$ cat src/rtl/truth_table_sweeper_pkg.sv
// rtl/truth_table_sweeper_pkg.sv - shared FSM encodings and expected truth tables
//
// Purpose: state encodings for the sweeper FSM and the expected truth tables
// (bit k = Z for input vector k, {A,B,C} with A as MSB) of the team's
// 3-input gate circuits.
// Ports: none (package).

package truth_table_sweeper_pkg;

  typedef logic [1:0] sweep_state_t;

  localparam logic [1:0] ST_IDLE   = 2'd0;
  localparam logic [1:0] ST_SETTLE = 2'd1;
  localparam logic [1:0] ST_SAMPLE = 2'd2;
  localparam logic [1:0] ST_DONE   = 2'd3;

  // Expected tables for the 3-input gate circuits.
  localparam logic [7:0] TT_AB_XOR_NBC = 8'hB7;  // (A&B) ^ ~(B&C)
  localparam logic [7:0] TT_MAJ3       = 8'hE8;  // majority(A,B,C)
  localparam logic [7:0] TT_XOR3       = 8'h96;  // A ^ B ^ C
  localparam logic [7:0] TT_AND3       = 8'h80;  // A & B & C
  localparam logic [7:0] TT_OR3        = 8'hFE;  // A | B | C

  // State entered after a vector is driven: with no settle time the
  // sample cycle follows the drive edge directly.
  function automatic sweep_state_t settle_entry(input int settle);
    return (settle == 0) ? ST_SAMPLE : ST_SETTLE;
  endfunction

endpackage

$ cat src/rtl/truth_table_sweeper_settle_timer.sv
// rtl/truth_table_sweeper_settle_timer.sv - loadable settle down-counter with zero flag
//
// Purpose: counts the idle settle cycles between driving a vector and the
// sample cycle.
// Ports:
//   clk     in   clock, rising edge
//   rst     in   asynchronous active-high reset
//   i_load  in   reload the counter
//   i_dec   in   decrement (stops at zero)
//   o_zero  out  counter reads zero

module sweep_settle_timer #(
  parameter int SETTLE = 2
) (
  input  logic clk,
  input  logic rst,
  input  logic i_load,
  input  logic i_dec,
  output logic o_zero
);

  localparam int CW = (SETTLE > 1) ? $clog2(SETTLE) : 1;

  // Loaded with SETTLE-1: the FSM leaves SETTLE on the edge where the count
  // already reads zero, so SETTLE cycles are spent in total.
  localparam logic [CW-1:0] LOAD_VAL = (SETTLE > 0) ? CW'(SETTLE - 1) : '0;

  logic [CW-1:0] r_count;

  always_ff @(posedge clk or posedge rst) begin
    if (rst) begin
      r_count <= '0;
    end else if (i_load) begin
      r_count <= LOAD_VAL;
    end else if (i_dec && (r_count != '0)) begin
      r_count <= r_count - 1'b1;
    end
  end

  assign o_zero = (r_count == '0);

endmodule

$ cat src/rtl/truth_table_sweeper.sv
// rtl/truth_table_sweeper.sv - exhaustive stimulus and truth-table capture for a gate circuit
//
// Purpose: drives every input vector in ascending order, waits SETTLE
// cycles, samples z_in, builds the observed table and compares it to
// EXPECTED.
// Ports:
//   clk           in   clock, rising edge
//   rst           in   asynchronous active-high reset
//   start         in   sweep request (honoured in IDLE and DONE only)
//   z_in          in   output of the circuit under test
//   abc_out       out  current input vector
//   busy          out  sweep in progress
//   done          out  sweep complete, until next start or reset
//   table_out     out  captured truth table
//   mismatch_cnt  out  entries that differ from EXPECTED
//   first_fail    out  lowest mismatching index (valid when mismatch_cnt != 0)
//   pass          out  done with zero mismatches

module truth_table_sweeper
  import truth_table_sweeper_pkg::*;
#(
  parameter int                    N_IN     = 3,
  parameter int                    SETTLE   = 2,
  parameter logic [(2**N_IN)-1:0]  EXPECTED = TT_AB_XOR_NBC
) (
  input  logic                   clk,
  input  logic                   rst,
  input  logic                   start,
  input  logic                   z_in,
  output logic [N_IN-1:0]        abc_out,
  output logic                   busy,
  output logic                   done,
  output logic [(2**N_IN)-1:0]   table_out,
  output logic [N_IN:0]          mismatch_cnt,
  output logic [N_IN-1:0]        first_fail,
  output logic                   pass
);

  localparam int              NT       = 2**N_IN;
  localparam logic [N_IN-1:0] IDX_LAST = '1;

  sweep_state_t        r_state;
  logic [N_IN-1:0]     r_idx;
  logic [NT-1:0]       r_table;
  logic [N_IN:0]       r_mis;
  logic [N_IN-1:0]     r_ff;
  logic                r_busy;
  logic                r_done;
  logic                r_pass;

  logic                w_start_ok;
  logic                w_last;
  logic                w_miss;
  logic [N_IN:0]       w_mis_next;
  logic                w_timer_load;
  logic                w_timer_dec;
  logic                w_timer_zero;
  sweep_state_t        w_entry;

  assign w_entry      = settle_entry(SETTLE);
  assign w_start_ok   = start && ((r_state == ST_IDLE) || (r_state == ST_DONE));
  assign w_last       = (r_idx == IDX_LAST);
  assign w_miss       = (z_in != EXPECTED[r_idx]);
  assign w_mis_next   = r_mis + {{N_IN{1'b0}}, w_miss};
  assign w_timer_load = w_start_ok || ((r_state == ST_SAMPLE) && !w_last);
  assign w_timer_dec  = (r_state == ST_SETTLE);

  sweep_settle_timer #(
    .SETTLE (SETTLE)
  ) u_settle_timer (
    .clk    (clk),
    .rst    (rst),
    .i_load (w_timer_load),
    .i_dec  (w_timer_dec),
    .o_zero (w_timer_zero)
  );

  always_ff @(posedge clk or posedge rst) begin
    if (rst) begin
      r_state <= ST_IDLE;
      r_idx   <= '0;
      r_table <= '0;
      r_mis   <= '0;
      r_ff    <= '0;
      r_busy  <= 1'b0;
      r_done  <= 1'b0;
      r_pass  <= 1'b0;
    end else begin
      case (r_state)
        ST_IDLE, ST_DONE: begin
          if (start) begin
            r_state <= w_entry;
            r_idx   <= '0;
            r_table <= '0;
            r_mis   <= '0;
            r_ff    <= '0;
            r_busy  <= 1'b1;
            r_done  <= 1'b0;
            r_pass  <= 1'b0;
          end
        end
        ST_SETTLE: begin
          if (w_timer_zero) begin
            r_state <= ST_SAMPLE;
          end
        end
        ST_SAMPLE: begin
          r_table[r_idx] <= z_in;
          if (w_miss) begin
            r_mis <= w_mis_next;
            if (r_mis == '0) begin
              r_ff <= r_idx;
            end
          end
          if (!w_last) begin
            r_idx   <= r_idx + 1'b1;
            r_state <= w_entry;
          end else begin
            // abc_out parks at 0 while the result is held.
            r_idx   <= '0;
            r_state <= ST_DONE;
            r_busy  <= 1'b0;
            r_done  <= 1'b1;
            r_pass  <= (w_mis_next == '0);
          end
        end
        default: r_state <= ST_IDLE;
      endcase
    end
  end

  assign abc_out      = r_idx;
  assign busy         = r_busy;
  assign done         = r_done;
  assign table_out    = r_table;
  assign mismatch_cnt = r_mis;
  assign first_fail   = r_ff;
  assign pass         = r_pass;

endmodule

$ cat config.mk
export PLATFORM = sky130hd
export DESIGN_NAME = truth_table_sweeper
export DESIGN_NICKNAME = d
export VERILOG_FILES = /design/src/rtl/truth_table_sweeper_pkg.sv /design/src/rtl/truth_table_sweeper_settle_timer.sv /design/src/rtl/truth_table_sweeper.sv
export SDC_FILE = /design/constraint.sdc
export NUM_CORES = 1
export LEC_CHECK = 0
export CAP_MARGIN = 15
export CELL_PAD_IN_SITES_DETAIL_PLACEMENT = 0
export CELL_PAD_IN_SITES_GLOBAL_PLACEMENT = 2
export CORE_MARGIN = 10
export CORE_UTILIZATION = 33
export DETAILED_ROUTE_END_ITERATION = 10
export PLACE_DENSITY = 0.94
export SLEW_MARGIN = 10
export SYNTH_ARGS = -nofsm -noshare
export SYNTH_HDL_FRONTEND = slang
export SYNTH_SLANG_ARGS = --single-unit
$ cat constraint.sdc
create_clock -name clk -period 5.5 [get_ports clk]
set_clock_uncertainty 0.15 [all_clocks]
set_input_delay 1.1 -clock clk [delete_from_list [all_inputs] [get_ports clk]]
set_output_delay 1.1 -clock clk [all_outputs]
set_load 0.1 [all_outputs]
==> reports/results.env <==
FINAL.MIN_CLOCK_PERIOD_NS=3.44
WL_UM=3140
CTSRESIZECOUNT=0
CHIPWIDTH_UM=83.2
GRT_PASS1_WL_UM=5510
STATUS='completed'
NUM_VIAS=1135
CRITICAL_PATH.CELL_CHAIN='clkdlybuf4s50_1'
INTERNAL_POWER_mW=0.310
VIAS_IN_THE_FIRST_GLOBAL_ROUTE=1132
CAP_VIOLATIONS=0
WORSTPATHARRIVAL_NS=2.19
PLACEABLECOREAREA_UM2=3770
CLOCK_TREE.ROOT_CELL='sky130_fd_sc_hd__clkbuf_8'
REPORT.FINAL.HOLD_VIOL_COUNT=0
SYNTH_COMMON_CELLS='sky130_fd_sc_hd__o21ai_0, sky130_fd_sc_hd__dfrtp_1, sky130_fd_sc_hd__nand2_1'
FINAL_CELLS=210
BOUNDARYPINS=25
GRT_UTIL_ALL_LAYERS_PCT=9.11
HTREEDEPTH=1
CELLPOWERDENSITY_nW_PER_UM2=332
CLK-INSERTION-DELAY-LATE_NS=0.27
CRITPATHKIND='flip-flop to output pin'
MAX_CLOCK_FREQ_MHz=291
NETS=177
CTS_INSERTED_BUFFERS=3
SYNTH_FP_NETS=153
YS_SEQ_AREA_SHARE_PCT=45.5
SYN2LAYOUT_AREA_GROWTH_PCT=24.5
SYNTHFLOPTYPE='sky130_fd_sc_hd__dfrtp_1'
CLKSLEWWORSTSETUPHOLDPATHS_NS=0.09
DRCVIOLATIONCOUNT=0
NETLIST-CELL-TYPE-COUNT=31
POWER_SWITCHING_SHARE_PCT=43.1
ROUTED_WIRE_LENGTH_PER_INSTANCE_UM=15.0
CRITICAL-PATH-MAX-STAGE-DELAY_NS=1.24
P_LEAK_nW=0.701
CLOCK_POWER_SHARE_PCT=19.0
CLOCK_SINK_COUNT=24
MIN-DELAY-PATH-CLASS='flip-flop to flip-flop'
ANTENNA-DIODE-COUNT=0
CTS_TREE='built'
HPWL_UM=2220
PLACE.DETAILED.INSTANCES=207
VDD.IR_DROP.WORST_V=0.000252
POST_SYNTH_INST_COUNT=140
DRTPASS1ITERATIONS=4
DIE_AREA_UM2=6920
TIMING.SETUP.TNS_NS=0
NETLIST_AREA_UM2=1320
STARTPOINT_TYPE='flip-flop'
CRITICAL_PATH_BUF_INV_COUNT=1
CRITICAL_PATH_DEPTH=1
SYNTHARSTFLOPSHARE_PCT=100
SYNTH.TOP_CELLS.BY_AREA='sky130_fd_sc_hd__dfrtp_1, sky130_fd_sc_hd__o21ai_0, sky130_fd_sc_hd__ha_1'
MAX_SLEW.WORST_PIN.SLEW_NS=0.983
POWER_SWITCHING_mW=0.235
RSZ0062_AT_GRT='no'
DR.FIRST_ITER.DRC_COUNT=68
CRITPATHSLOWESTCELL='sky130_fd_sc_hd__clkdlybuf4s50_1'
AVGSYNTHCELLAREA_UM2=9.42
POWER_FRAC_COMB_PCT=41.0
ANTENNA_FOUND_INITIAL=0
FINAL_ANTENNA_NET_COUNT=0
CTS-HOLD-FIX-BUFFERS=0
LAYOUT_FILLER_CELL_COUNT=354
PORTBUFFERS=24
ROWS=22
CRITICAL_PATH_END_TYPE='output pin'
INITIAL_CORE_UTIL_PCT=35.0
SYNTH_EDF_COUNT=0
SEQUENTIALPOWERSHARE_PCT=40.0
DIE_Y_UM=83.2
SYNTH.YOSYS.WARNINGS=0
SHARE_OF_LAYOUT_CELLS_ABOVE_DRIVE_STRENGTH_1_PCT=6.17
GPL.FINAL_WEIGHTED_CONGESTION=0.851
CRITPATHTOPFAMILY='buffers and inverters'
WORST_EP_REQUIRED_TIME_NS=4.25
WORSTPATHMAXFANOUT=15
DEEPEST_CLOCK_PATH_BUFFER_COUNT=2
R2R_CELLS=9
PERIOD_SHARE_PCT=62.6
SETUP_VIOL_COUNT_FINAL=0
WHS_PATH_DEPTH=2
TIMING.FINAL.MAX_SLEW_VIOLATIONS=0
POST-CTS-SETUP-BUFFERS=0
SYNTH.FF_LATCH_COUNT=24
SYNTH_TOP_AREA_SHARE_PCT=45.5
VIASPERCELL=5.40
TIMING.MAX_SLEW.REL_SLACK_PCT=34.3
SYNTH_AREA_LEADER_CELL='sky130_fd_sc_hd__dfrtp_1'
GRT_START_MAX_NET_PINS=25
YOSYSMOSTFREQUENTCELL='sky130_fd_sc_hd__o21ai_0'
GLOBALROUTEOVERFLOWTOTAL=0
cell families after synthesis:
group,Yosys count,share of synthesized area [%]
AOI/OAI and AO/OA,51,23.1
xor gates and xnor gates,3,2.56
adders and majority gates,9,8.54
buffers and inverters,13,3.70
DFF,24,45.5
muxes,3,2.94
and+or+nand+nor,37,13.7
layout make-up:
class                           instances  area (µm²)  area share (%)
Clock buffer                            3        41.3            2.52
Inverter                                8        30.0            1.83
Sequential cell                        24         601            36.6
Timing Repair Buffer                   24         240            14.6
Tap cell                               48        60.1            3.66
Multi-Input combinational cell        103         669            40.8
power groups by stage:
stage | Combinational (mW) | Sequential (mW) | Clock [mW]
3_3_place_gp | 0.221 | 0.221 | 0
3_5_place_dp | 0.224 | 0.221 | 0
2_1_floorplan | 0.132 | 0.261 | 0
5_1_grt | 0.251 | 0.222 | 0.116
4_1_cts | 0.225 | 0.218 | 0.105
6_report | 0.223 | 0.218 | 0.104
cells in the final DEF, fill, tap and decap left out:
master,count
sky130_fd_sc_hd__o21ai_0,25
sky130_fd_sc_hd__dfrtp_1,24
sky130_fd_sc_hd__clkdlybuf4s50_1,24
sky130_fd_sc_hd__nand2_1,13
sky130_fd_sc_hd__ha_1,9
sky130_fd_sc_hd__inv_1,7
sky130_fd_sc_hd__a21oi_1,7
sky130_fd_sc_hd__nor2_1,6
sky130_fd_sc_hd__nand2b_1,4
sky130_fd_sc_hd__a31oi_1,4
sky130_fd_sc_hd__o31ai_1,3
sky130_fd_sc_hd__nand3_1,3
sky130_fd_sc_hd__a22o_1,3
sky130_fd_sc_hd__and3_1,3
sky130_fd_sc_hd__o21a_1,3
sky130_fd_sc_hd__clkbuf_8,3
sky130_fd_sc_hd__mux2i_2,2
sky130_fd_sc_hd__o22ai_1,2
sky130_fd_sc_hd__a31o_2,2
sky130_fd_sc_hd__nor3_1,2
sky130_fd_sc_hd__xnor2_1,2
sky130_fd_sc_hd__mux2_2,1
sky130_fd_sc_hd__clkinv_1,1
sky130_fd_sc_hd__nor2_2,1
sky130_fd_sc_hd__nor4_1,1
sky130_fd_sc_hd__xor2_2,1
sky130_fd_sc_hd__and2_1,1
sky130_fd_sc_hd__nand3b_1,1
sky130_fd_sc_hd__o221ai_1,1
sky130_fd_sc_hd__nand4_1,1
sky130_fd_sc_hd__a211o_1,1
sky130_fd_sc_hd__nor3b_1,1
stage by stage:
stage               worst slack, ns  power, mW  instance area, µm²  util [%]  hold slack (ns)
global route                   2.00      0.589                1640      43.5            0.366
finish                         2.06      0.545                1640      43.5            0.332
floorplan                      2.38      0.393                1320         -            0.323
CTS                            2.07      0.547                1640      43.5            0.334
global placement               2.38      0.442                1600      42.4            0.316
detailed placement             2.37      0.445                1600      42.4            0.316
worst paths after layout:
kind                              start         endpoint  slack (ns)
max                          abc_out[2]       abc_out[2]        2.06
min                        table_out[4]     table_out[4]        0.33
max reg2reg                  abc_out[0]             pass        2.79
min reg2reg                table_out[4]     table_out[4]        0.33
max in group asynchronous           rst  mismatch_cnt[2]        3.45
min in group asynchronous           rst       abc_out[0]        1.18
state kept, by name, summed over array words and instances, names as in the netlist:
name and flops:
first_fail 3, r_state 2, mismatch_cnt 4, table_out 8
u_settle_timer.r_count 1, abc_out 3, pass 1, busy 1
done 1
routing by layer:
layer | part of all wire [%] | global-route usage, % | vias up
met5 | 0 | 0 | -
li1 | - | - | 549
met4 | 0.76 | 2.62 | 0
met3 | 6.9 | 3.13 | 5
met2 | 44 | 13.7 | 31
met1 | 48 | 11.9 | 550
worst reg2reg max path, cell delays in order (launching register included):
cell                      delay, ns
sky130_fd_sc_hd__dfrtp_1       0.62
sky130_fd_sc_hd__inv_1         0.16
sky130_fd_sc_hd__ha_1          0.24
sky130_fd_sc_hd__mux2i_2       0.26
sky130_fd_sc_hd__xor2_2        0.34
sky130_fd_sc_hd__ha_1          0.24
sky130_fd_sc_hd__ha_1          0.25
sky130_fd_sc_hd__nor2_1        0.10
sky130_fd_sc_hd__nand4_1       0.09
sky130_fd_sc_hd__o21ai_0       0.17
(Power assumes the default switching activity.)
